### src/rtl/sobel_frame_loader.sv
// sobel_frame_loader
//   Upstream feeder for the sobel core. Takes a raster-order pixel stream over
//   a valid/ready handshake, writes every accepted pixel straight into the
//   shared input frame RAM at address {row,col}, and once a full frame has
//   landed it starts the sobel core and waits for it to finish before taking
//   the next frame. ADDR_W must equal ROW_BITS+COL_BITS.
//
//   Ports:
//     ap_clk, ap_rst_n      clock, async active-low reset
//     enable                permits starting a new frame fill
//     s_valid/s_ready       pixel handshake; s_data pixel, s_last frame end
//     indata_*1             RAM write port (combinational with the accept)
//     sobel_ap_start/done   sobel core start/done handshake
//     frame_done            one-cycle pulse per completed sobel run
//     err_len               sticky frame-length error
//     frame_cnt             completed frame count (wraps)
//
//   state | meaning
//   ------+--------------------------------------------------------------
//   IDLE  | waiting for enable, stream stalled
//   FILL  | accepting pixels and writing them to the frame RAM
//   RUN   | sobel core running on the frame, stream stalled until done
module sobel_frame_loader #(
  parameter int COL_BITS = 9,
  parameter int ROW_BITS = 9,
  parameter int ADDR_W   = 18,
  parameter int DATA_W   = 8
) (
  input  logic              ap_clk,
  input  logic              ap_rst_n,
  input  logic              enable,
  input  logic              s_valid,
  output logic              s_ready,
  input  logic [DATA_W-1:0] s_data,
  input  logic              s_last,
  output logic [ADDR_W-1:0] indata_address1,
  output logic              indata_ce1,
  output logic              indata_we1,
  output logic [DATA_W-1:0] indata_d1,
  output logic              sobel_ap_start,
  input  logic              sobel_ap_done,
  output logic              frame_done,
  output logic              err_len,
  output logic [15:0]       frame_cnt
);

  typedef enum logic [1:0] {IDLE, FILL, RUN} state_t;

  localparam logic [COL_BITS-1:0] COL_MAX = '1;
  localparam logic [ROW_BITS-1:0] ROW_MAX = '1;
  localparam logic [COL_BITS-1:0] COL_ONE = 1;
  localparam logic [ROW_BITS-1:0] ROW_ONE = 1;

  state_t              state, state_next;
  logic [COL_BITS-1:0] col, col_next;
  logic [ROW_BITS-1:0] row, row_next;
  logic                start_next, done_next, err_next;
  logic [15:0]         cnt_next;
  logic                accept, last_pos;

  assign s_ready  = (state == FILL);
  assign accept   = s_valid & s_ready;
  assign last_pos = (row == ROW_MAX) && (col == COL_MAX);

  // Write port follows the accept in the same cycle; the address is just the
  // live counters, which sit at zero whenever no frame is in progress.
  assign indata_ce1      = accept;
  assign indata_we1      = accept;
  assign indata_address1 = {row, col};
  assign indata_d1       = accept ? s_data : '0;

  always_ff @(posedge ap_clk or negedge ap_rst_n) begin
    if (!ap_rst_n) begin
      state          <= IDLE;
      col            <= '0;
      row            <= '0;
      sobel_ap_start <= 1'b0;
      frame_done     <= 1'b0;
      err_len        <= 1'b0;
      frame_cnt      <= 16'd0;
    end else begin
      state          <= state_next;
      col            <= col_next;
      row            <= row_next;
      sobel_ap_start <= start_next;
      frame_done     <= done_next;
      err_len        <= err_next;
      frame_cnt      <= cnt_next;
    end
  end

  always_comb begin
    state_next = state;
    col_next   = col;
    row_next   = row;
    start_next = sobel_ap_start;
    done_next  = 1'b0;
    err_next   = err_len;
    cnt_next   = frame_cnt;
    case (state)
      IDLE: begin
        if (enable) begin
          state_next = FILL;
          col_next   = '0;
          row_next   = '0;
        end
      end
      FILL: begin
        if (accept) begin
          if (last_pos) begin
            // Full frame in RAM: s_last only flags a mismatch, it never
            // stops the core from being started on a complete frame.
            state_next = RUN;
            col_next   = '0;
            row_next   = '0;
            start_next = 1'b1;
            if (!s_last) err_next = 1'b1;
          end else if (s_last) begin
            // Short frame: drop it and start over at address 0.
            err_next = 1'b1;
            col_next = '0;
            row_next = '0;
          end else if (col == COL_MAX) begin
            col_next = '0;
            row_next = row + ROW_ONE;
          end else begin
            col_next = col + COL_ONE;
          end
        end
      end
      RUN: begin
        if (sobel_ap_done) begin
          start_next = 1'b0;
          done_next  = 1'b1;
          cnt_next   = frame_cnt + 16'd1;
          state_next = enable ? FILL : IDLE;
        end
      end
      default: state_next = IDLE;
    endcase
  end

endmodule
### config.mk
export PLATFORM = sky130hd
export DESIGN_NAME = sobel_frame_loader
export DESIGN_NICKNAME = d
export VERILOG_FILES = /design/src/rtl/sobel_frame_loader.sv
export SDC_FILE = /design/constraint.sdc
export NUM_CORES = 1
export LEC_CHECK = 0
export ABC_AREA = 1
export BUFFER_PORTS_ARGS = -buffer_cell sky130_fd_sc_hd__buf_2
export CAP_MARGIN = 20
export CORE_MARGIN = 3
export CORE_UTILIZATION = 30
export CTS_CLUSTER_DIAMETER = 150
export DETAILED_ROUTE_END_ITERATION = 6
export PLACE_DENSITY = 0.49
export RECOVER_POWER = 50
export SYNTH_ARGS = -nofsm -noshare
export SYNTH_HDL_FRONTEND = slang
export SYNTH_SLANG_ARGS = --single-unit
### constraint.sdc
create_clock -name ap_clk -period 3.2 [get_ports ap_clk]
set_input_delay 0.16 -clock ap_clk [delete_from_list [all_inputs] [get_ports ap_clk]]
set_output_delay 0.16 -clock ap_clk [all_outputs]
set_load 0.03 [all_outputs]
==> run summary <==
most common cell after layout, fill and taps aside: nand2_1
Yosys cell types: 23
DRC: 0
# setup viols final: 0
Die W: 91.7 um
Post-Syn Instances: 295
pin count of the biggest net entering global routing: 40
Hold Fails Final Rpt: 0
area of the multi-input gates: 1020 um^2
post-synthesis cell area: 2200 um^2
CTS tree: done
Root Driver: clkbuf_8
maximum clock frequency: 0.501 GHz
period utilisation layout: 62.4%
per-cell routed wire length: 11.4 um
Starting Density: 31.7%
I/O Buffers: 61
Layout area overhead: 21.6%
Ys Warns: 0
Max Slew Vio Count: 40
CTS max path bufs: 2
PostCTS Resize Cnt: 0
die area: 8400 um^2
Setup Skew: 0.00731 ns
Setup crit start kind: register
gpl congestion: 0.750
Lkg Pwr: 1.44 nW
final wirelength: 5220 um
fillers: 747
Final min period: 2.00 ns
most frequent cells in the layout: nand2_1 (82), nor2_1 (44), inv_1 (43)
design area: 2680 um^2
critical path class: reg -> reg
Die Span Y: 91.7 um
core footprint: 6940 um^2
HPWL after DPL: 3970 um
initial antenna violation count: 0
status: complete, but fails checks
vias in the first global route: 1,924
number of synthesized register bits: 39
Syn Nets: 314
via count: 1,947
synthesized area per cell: 7.46 um^2
Placed Cells: 450
H-tree levels: 2
global-route wire length before repair: 9210 um
Min-Delay Path Class: in -> reg
Crit path arrival time: 2.23 ns
Nets: 380
sequential share of the synthesized area: 44.3%
layout cells sized above 1: 17.1%
peak supply drop: 0.374 mV
DR iter-0 viols: 83
flop-to-flop setup slack: 1.20 ns
clock sink total: 39
Max Cap Viol: 1
total grt overflow: 0
RSZ-0062 raised after global routing: no
Reg area: 976 um^2
# hold bufs at CTS: 0
fin cells: 458
num rows: 30
total CTS buffers: 5
placed inst area: 2610 um^2
gr usage total: 13.6%
Clock Latency Late Sink: 0.30 ns
Via density: 4.25
Routed Antenna Nets: 0
setup TNS: 0 ns
PwrDens: 664 nW/um^2
Worst Tran Pin Value: 2.14 ns
drt first pass iters: 4
Clock transition at path regs: 0.08 ns
Slew HR: -42.7%
Antenna Cells: 0
Final WS setup: 1.20 ns
hold_ws: 0.164 ns
CP endpoint kind: register
io pins: 62
Req. time, crit path: 3.43 ns
crit path max fanout: 5
Setup Buffers After CTS: 0
pre-CTS setup slack: 1.18 ns
violated checks: capacitance limit, slew limit
==> cell usage after synthesis <==
master	n	area [um^2]
dfrtp_1	39	976
xor2_1	5	43.8
ha_1	5	62.6
buf_4	1	7.51
o21ai_0	10	50.1
nand2_2	4	25.0
xnor2_1	6	52.6
nand2_4	3	33.8
nand2_1	82	308
nand3_1	21	105
nor2_1	44	165
clkinv_1	1	3.75
inv_4	1	6.26
nor2_4	5	56.3
nor3_1	1	5.00
inv_1	43	161
inv_2	3	11.3
a21oi_1	10	50.1
buf_6	1	11.3
nand3_2	1	10.0
nand4_1	6	37.5
o21a_1	1	7.51
nor2_2	2	12.5
==> per-layer routing <==
metal | share of wire [%] | global-route usage, % | up-vias
met5 | 0 | 0 | -
met4 | 1.6 | 5.28 | 0
met3 | 4.2 | 3.12 | 7
met2 | 47 | 22.4 | 33
met1 | 47 | 17.2 | 867
li1 | - | - | 1040
==> power breakdown <==
part / switching, mW / total, mW / leakage [nW] / internal, mW
Clock: 0.179 / 0.376 / 0.0515 / 0.197
Sequential: 0.0924 / 0.658 / 0.518 / 0.565
Combinational: 0.548 / 0.744 / 0.870 / 0.196
Total: 0.820 / 1.78 / 1.44 / 0.958
==> kinds of logic after synthesis <==
kind of cell | after synthesis | share of synthesized area, %
simple gates | 169 | 34.4
flops | 39 | 44.3
compound gates | 21 | 4.89
buf+inv | 50 | 9.15
fa+ha+maj | 5 | 2.84
xor+xnor | 11 | 4.37
==> flip-flops by register name, indices dropped and copies added, names as in the netlist <==
| name | cells |
|---|---|
| state | 2 |
| col | 9 |
| err_len | 1 |
| row | 9 |
| frame_cnt | 16 |
| sobel_ap_start | 1 |
| frame_done | 1 |
==> final timing paths <==
check / from / endpoint / cells past startpoint
worst max register to register: row[0] / row[7] / 13
worst max-delay path: row[0] / row[7] / 13
min in group asynchronous: ap_rst_n / col[5] / 1
worst min register to register: err_len / err_len / 2
max in group asynchronous: ap_rst_n / row[7] / 1
worst min-delay path: sobel_ap_done / state[1] / 4
==> final cells by class <==
cell class                      instances  share of cell area, %
Clock buffer                            8                   3.74
Inverter                               48                   6.82
Multi-Input combinational cell        206                   38.3
Sequential cell                        39                   36.4
Tap cell                               96                   4.49
Timing Repair Buffer                   61                   10.2
==> critical path, stage by stage, from the launching register on <==
cell and delay [ns]:
dfrtp_1 0.43, ha_1 0.25, nand3_1 0.09, inv_1 0.07, nand3_1 0.09, nor2_1 0.05
ha_1 0.18, nand2_1 0.14, nand3_1 0.16, inv_1 0.13, nand3_1 0.09, inv_1 0.11
nand3_1 0.08, nand2_1 0.06
==> through the flow <==
stage / util [%] / total power [mW]
3_5_place_dp: 37.6 / 1.43
3_3_place_gp: 37.6 / 1.43
2_1_floorplan: - / 1.23
6_report: 38.6 / 1.78
5_1_grt: 38.6 / 1.93
4_1_cts: 39.0 / 1.82
(Power assumes the default switching activity.)
